===== config.mk =====
export PLATFORM = sky130hd
export DESIGN_NAME = crane_round_ctrl_flat
export DESIGN_NICKNAME = d
export VERILOG_FILES = /design/src/rtl/crane_round_ctrl_if.sv /design/src/rtl/crane_round_ctrl.sv /design/src/flat_wrapper.sv
export SDC_FILE = /design/constraint.sdc
export NUM_CORES = 1
export LEC_CHECK = 0
export ABC_AREA = 1
export ABC_CLOCK_PERIOD_IN_PS = 2700
export BUFFER_PORTS_ARGS = -buffer_cell sky130_fd_sc_hd__buf_2
export CORE_MARGIN = 5
export CORE_UTILIZATION = 55
export CTS_CLUSTER_DIAMETER = 80
export DETAILED_ROUTE_END_ITERATION = 10
export GPL_ROUTABILITY_DRIVEN = 0
export PLACE_DENSITY = 0.84
export RECOVER_POWER = 100
export SLEW_MARGIN = 15
export SYNTH_ARGS = -nofsm -noshare
export SYNTH_HDL_FRONTEND = slang
export SYNTH_SLANG_ARGS = --single-unit

===== constraint.sdc =====
create_clock -name clock_100Mhz -period 2.7 [get_ports clock_100Mhz]
set_input_delay 0.405 -clock clock_100Mhz [delete_from_list [all_inputs] [get_ports clock_100Mhz]]
set_output_delay 0.405 -clock clock_100Mhz [all_outputs]
set_load 0.01 [all_outputs]

===== src/rtl/crane_round_ctrl_if.sv =====
// Signal bundle between the crane round sequencer and its neighbours:
// debounced front-panel inputs, countdown timer, claw motion block and display.
interface crane_round_ctrl_if;
  // Inputs to the sequencer
  logic        coin;
  logic        grab_btn;
  logic [15:0] timer_count;
  logic        claw_done;
  logic        prize_detect;

  // Outputs from the sequencer
  logic        timer_reset;
  logic        claw_enable;
  logic        grab_start;
  logic        win;
  logic [3:0]  credits;
  logic [7:0]  prize_count;
  logic [2:0]  state;

  // Surroundings: drive the panel, timer and claw signals, observe the sequencer
  modport master (
    output coin, grab_btn, timer_count, claw_done, prize_detect,
    input  timer_reset, claw_enable, grab_start, win, credits, prize_count, state
  );

  // The sequencer itself
  modport slave (
    input  coin, grab_btn, timer_count, claw_done, prize_detect,
    output timer_reset, claw_enable, grab_start, win, credits, prize_count, state
  );
endinterface


===== src/rtl/crane_round_ctrl.sv =====
// Crane game round sequencer: takes coin credits, starts a round on the
// player's button, reloads the countdown timer, enables the claw while time
// remains, issues the grab, scores the result and holds it for display.
module crane_round_ctrl #(
  parameter int unsigned MAX_CREDITS   = 9,
  parameter int unsigned RESULT_CYCLES = 200000000
) (
  input logic               clock_100Mhz,
  input logic               reset,
  crane_round_ctrl_if.slave bus
);

  localparam logic [2:0] S_IDLE   = 3'd0;
  localparam logic [2:0] S_ARM    = 3'd1;
  localparam logic [2:0] S_PLAY   = 3'd2;
  localparam logic [2:0] S_GRAB   = 3'd3;
  localparam logic [2:0] S_RESULT = 3'd4;

  localparam logic [3:0]  CREDIT_MAX  = 4'(MAX_CREDITS);
  localparam logic [27:0] RESULT_LAST = 28'(RESULT_CYCLES - 1);

  logic [2:0]  state;
  logic [2:0]  state_next;
  logic        coin_prev;
  logic        grab_prev;
  logic        coin_edge;
  logic        grab_edge;
  logic        start;
  logic        play_exit;
  logic [3:0]  credits;
  logic [4:0]  credits_sum;
  logic [3:0]  credits_next;
  logic [7:0]  prize_count;
  logic        win;
  logic        claw_enable;
  logic        grab_start;
  logic [27:0] result_cnt;

  // Rising-edge detection; prev registers come out of reset high so that a
  // level held through reset release is not mistaken for a fresh press.
  assign coin_edge = bus.coin & ~coin_prev;
  assign grab_edge = bus.grab_btn & ~grab_prev;

  // A round starts only from IDLE with at least one credit available.
  assign start     = (state == S_IDLE) && grab_edge && (credits != 4'd0);
  // Button press and timeout in the same cycle collapse to one exit.
  assign play_exit = (state == S_PLAY) && (grab_edge || (bus.timer_count == 16'd0));

  // start implies credits > 0, so the sum never underflows; one extra bit
  // holds the overflow before clamping.
  assign credits_sum  = {1'b0, credits} + {4'd0, coin_edge} - {4'd0, start};
  assign credits_next = (credits_sum > {1'b0, CREDIT_MAX}) ? CREDIT_MAX : credits_sum[3:0];

  // Next-state decode; unused encodings fall back to IDLE.
  always_comb begin
    // NOTE: default assignment first so every path drives state_next and no latch is inferred.
    state_next = state;
    case (state)
      S_IDLE:   if (start)                    state_next = S_ARM;
      S_ARM:                                  state_next = S_PLAY;
      S_PLAY:   if (play_exit)                state_next = S_GRAB;
      S_GRAB:   if (bus.claw_done)            state_next = S_RESULT;
      S_RESULT: if (result_cnt == RESULT_LAST) state_next = S_IDLE;
      default:                                state_next = S_IDLE;
    endcase
  end

  // State, credits, scoring and registered claw outputs.
  always_ff @(posedge clock_100Mhz) begin
    // NOTE: non-blocking assignments so every register samples pre-edge values.
    if (reset) begin
      state       <= S_IDLE;
      coin_prev   <= 1'b1;
      grab_prev   <= 1'b1;
      credits     <= 4'd0;
      prize_count <= 8'd0;
      win         <= 1'b0;
      claw_enable <= 1'b0;
      grab_start  <= 1'b0;
      result_cnt  <= 28'd0;
    end else begin
      state       <= state_next;
      coin_prev   <= bus.coin;
      grab_prev   <= bus.grab_btn;
      credits     <= credits_next;
      claw_enable <= (state_next == S_PLAY);
      grab_start  <= play_exit;

      // Counter idles at zero outside RESULT, so it is already cleared on entry.
      if (state == S_RESULT) result_cnt <= result_cnt + 28'd1;
      else                   result_cnt <= 28'd0;

      // Score on the cycle the claw reports completion.
      if ((state == S_GRAB) && bus.claw_done) begin
        win <= bus.prize_detect;
        if (bus.prize_detect && (prize_count != 8'hFF)) prize_count <= prize_count + 8'd1;
      end
    end
  end

  // Timer reload is decoded from the state register, so it lasts exactly the ARM cycle.
  assign bus.timer_reset = reset | (state == S_ARM);
  assign bus.claw_enable = claw_enable;
  assign bus.grab_start  = grab_start;
  assign bus.win         = win;
  assign bus.credits     = credits;
  assign bus.prize_count = prize_count;
  assign bus.state       = state;

endmodule


===== src/flat_wrapper.sv =====
// flat-port wrapper written by rule: the top's interface ports become plain ports
module crane_round_ctrl_flat 
#(
  parameter int unsigned MAX_CREDITS   = 9,
  parameter int unsigned RESULT_CYCLES = 200000000
)
  (clock_100Mhz, reset, bus_coin, bus_grab_btn, bus_timer_count, bus_claw_done, bus_prize_detect, bus_timer_reset, bus_claw_enable, bus_grab_start, bus_win, bus_credits, bus_prize_count, bus_state);
  crane_round_ctrl_if bus_i ();
  input logic clock_100Mhz;
  input logic reset;
  input wire logic [$bits(bus_i.coin)-1:0] bus_coin;
  input wire logic [$bits(bus_i.grab_btn)-1:0] bus_grab_btn;
  input wire logic [$bits(bus_i.timer_count)-1:0] bus_timer_count;
  input wire logic [$bits(bus_i.claw_done)-1:0] bus_claw_done;
  input wire logic [$bits(bus_i.prize_detect)-1:0] bus_prize_detect;
  output wire logic [$bits(bus_i.timer_reset)-1:0] bus_timer_reset;
  output wire logic [$bits(bus_i.claw_enable)-1:0] bus_claw_enable;
  output wire logic [$bits(bus_i.grab_start)-1:0] bus_grab_start;
  output wire logic [$bits(bus_i.win)-1:0] bus_win;
  output wire logic [$bits(bus_i.credits)-1:0] bus_credits;
  output wire logic [$bits(bus_i.prize_count)-1:0] bus_prize_count;
  output wire logic [$bits(bus_i.state)-1:0] bus_state;
  assign bus_i.coin = bus_coin;
  assign bus_i.grab_btn = bus_grab_btn;
  assign bus_i.timer_count = bus_timer_count;
  assign bus_i.claw_done = bus_claw_done;
  assign bus_i.prize_detect = bus_prize_detect;
  assign bus_timer_reset = bus_i.timer_reset;
  assign bus_claw_enable = bus_i.claw_enable;
  assign bus_grab_start = bus_i.grab_start;
  assign bus_win = bus_i.win;
  assign bus_credits = bus_i.credits;
  assign bus_prize_count = bus_i.prize_count;
  assign bus_state = bus_i.state;
  crane_round_ctrl #(.MAX_CREDITS(MAX_CREDITS), .RESULT_CYCLES(RESULT_CYCLES)) u_core (.clock_100Mhz(clock_100Mhz), .reset(reset), .bus(bus_i));
endmodule

==> results.md <==
- YS warnings: 0
- Overall die width: between 70 and 80 um
- Starting density of the core: 56.69%
- Setup Skew: 0.006266 ns
- Wire length per cell: between 10 and 15 um
- Area of the mapped netlist: roughly 2700 sq um
- Root Buffer Master: clkbuf_8
- Tot Pwr: 1.554 mW
- Worst setup margin: ~0.28 ns
- Synth Area in Simple Gates: 42.94%
- Number of port buffers: 40
- Critical path peak fanout: 3
- Post-placement cell area: 2955 sq um
- Fin. Hold Viols: 0
- Pins Over Slew Limit: 0
- DR vias: 2605
- Adder-cell share of the synthesized area: 4.486%
- Largest net degree at the start of global routing: 19
- IO Pins: approximately 40
- Die Y: approximately 80 um
- Area grow syn2layout: 11.17%
- Cell row count: 25
- Post-CTS Setup Inserts: 0
- CP endpoint kind: flop
- XOR/XNOR share of the synthesized area: about 2.3%
- CTS buffer count: 5
- Power density over the cells: approximately 520 nW/um^2
- Clk_lat worst skew: approximately 0.30 ns
- Fin nets: just under 500
- Hold Startpoint: bus_coin
- Tightest Hold Check Type: input port to flop
- Diode count: 0
- Clock group share of total power: 28.0%
- Worst vdd ir: 279.0 uV
- Synth Area per Inst: between 6 and 7 sq um
- Pre-CTS WS: 0.3044 ns
- Logic pwr share: around a quarter
- Hold-fix buffers at CTS: 0
- Worst-path clk slew: 0.08 ns
- Sw Pwr: 0.4716 mW
- Initial antenna violation count: 0
- Reg power frac: 48.5%
- Crit. Startpoint: u_core.bus.credits[2]
- WP data arrival: between 2 and 3 ns
- Compound-Gate Fraction of Synth Area: under 10%
- CP required: 2.90 ns
- Largest family of logic cells by synthesized area: simple AND/OR/NAND/NOR gates
- Commonest non-fill, non-tap cell in the layout: nand2_1
- Drt initial violations: approximately 140
- Final ANT Viol Nets: 0
- Min Hold Slack: between 0.2 and 0.3 ns
- Vias in the first global route: 2454
- Slew at the pin closest to its max-slew limit: 0.7788 ns
- Layout cell share with drive strength beyond 1: under 10%
- Pre-antenna DRT Iters: 5
- Yosys cell types: 27
- Grt ovf: 0
- Drt via density: 4.990
- H-tree depth: 2
- Clock buffer depth: 2
- Worst r2r src: u_core.bus.credits[2]
- Most frequent cells in the layout: 125 x nand2_1, 82 x nor2_1, 48 x dfxtp_1
- Clock Sinks: 48
- Post-layout minimum cycle time: approximately 2.4 ns
- Max-cap violations: 0
- First-pass GRT wire length: ~10000 um
- CTS tree: done
- Drt drc: 0
- Core ar.: 4723 sq um
- Outcome: complete, no violations
- # setup viols final: 0
- Setup_tns: 0 ns
- Detailed Route WL: 5946 um
- Post-synthesis mux area share: 0%
- DPL Wire Length: 4523 um
- Fin area: 2977 sq um
- Post-CTS sizing: 0
- Die area: 6364 sq um
- Syn Nets: 440
- GRT Total Usage: about a fifth
- Post-Syn Instances: 409
- Fmax: 413.4 MHz
- Sequential share of the synthesized area: 35.89%
- Sw Ratio: 30.35%
- Setup crit start kind: flop
- Synth Register Bits: 48
- Pint: 1.082 mW
- Crit Path Category: flop to flop
- RSZ-0062 raised after global routing: no
- Final worst-path cycle share: 89.58%
- P_leak: 1.093 nW
- Rel. slew slack: between 40% and 50%
[Yosys cell counts]
master,instances,share of area (%)
nor2_4,5,2.1
xor2_1,5,1.6
a21oi_1,28,5.2
nor2_2,6,1.4
clkbuf_1,1,0.14
nand3_1,14,2.6
o21ai_0,6,1.1
inv_2,2,0.28
or2_2,1,0.23
nand3b_1,9,2.5
nand2_2,2,0.47
buf_2,2,0.37
o21a_1,1,0.28
nand4_1,4,0.93
dfxtp_1,48,36
nand2_1,124,17
inv_1,43,6.0
nor2_1,80,11
nand2_4,1,0.42
fa_1,1,0.75
nand3_2,2,0.75
nand3_4,2,1.3
nor3_1,4,0.75
xnor2_1,2,0.65
nor3b_1,3,0.84
o21ai_1,5,0.93
ha_1,8,3.7
[routing by layer]
layer / vias to the layer above / GRT usage, % / part of all wire, %
li1: 1372 / - / -
met1: 1146 / 23.44 / 44
met2: 78 / 36.14 / 48
met3: 9 / 3.386 / 7.4
met4: 0 / 6.757 / 1.4
met5: - / 0 / 0
[final timing paths]
kind / end / slack [ns] / depth (start not counted)
worst max register to register: u_core.bus.credits[0] / 0.28 / 15
worst max-delay path: u_core.bus.credits[0] / 0.28 / 15
worst min-delay path: u_core.coin_prev / 0.30 / 3
worst min register to register: u_core.bus.win / 0.48 / 2
[sequential cells by signal, indices dropped and copies added (netlist names)]
signal                  flops
u_core.bus.grab_start       1
u_core.bus.credits          4
u_core.grab_prev            1
u_core.coin_prev            1
u_core.bus.win              1
u_core.bus.claw_enable      1
u_core.bus.state            3
u_core.bus.prize_count      8
u_core.result_cnt          28
[power groups by stage]
stage	combinational (mW)	sequential, mW	clock [mW]
after global placement	0.358	0.768	0
after detailed placement	0.373	0.770	0
after global routing	0.431	0.758	0.479
final	0.366	0.754	0.435
after CTS	0.375	0.753	0.451
after floorplan	0.260	0.781	0
[critical path: stages, from the launching register on]
cell and delay, ns:
dfxtp_1 0.35, inv_1 0.06, ha_1 0.20, nand2_1 0.06
nor2_1 0.03, nor3_1 0.21, ha_1 0.17, inv_1 0.04
ha_1 0.22, fa_1 0.41, xnor2_1 0.21, nand2_1 0.08
nand3_1 0.10, nand3_1 0.08, nand2_1 0.06, inv_1 0.04
[stage by stage]
stage / std cells / util, %
floorplan: 409 / -
global placement: 514 / 62.57
detailed placement: 514 / 62.57
CTS: 522 / 64.53
global route: 522 / 63.02
finish: 522 / 63.02
[area by class of cell]
cell class	count	area, sq um
clock buffers	6	82.58
clock inverters	2	10.01
fillers	469	1747
inverters	45	168.9
multi-input cells	313	1491
flip-flops and latches	48	960.9
well taps	67	83.83
repair buffers	41	178.9
[kinds of logic (layout without fill, tap and decap cells)]
| family | after synthesis | count (layout) |
|---|---|---|
| and+or+nand+nor | 257 | 257 |
| AOI/OAI and AO/OA | 40 | 40 |
| buffers and inverters | 48 | 94 |
| DFF | 48 | 48 |
| adders and majority gates | 9 | 9 |
| xor gates and xnor gates | 7 | 7 |
Note: power is estimated with default switching activity, not from simulation.
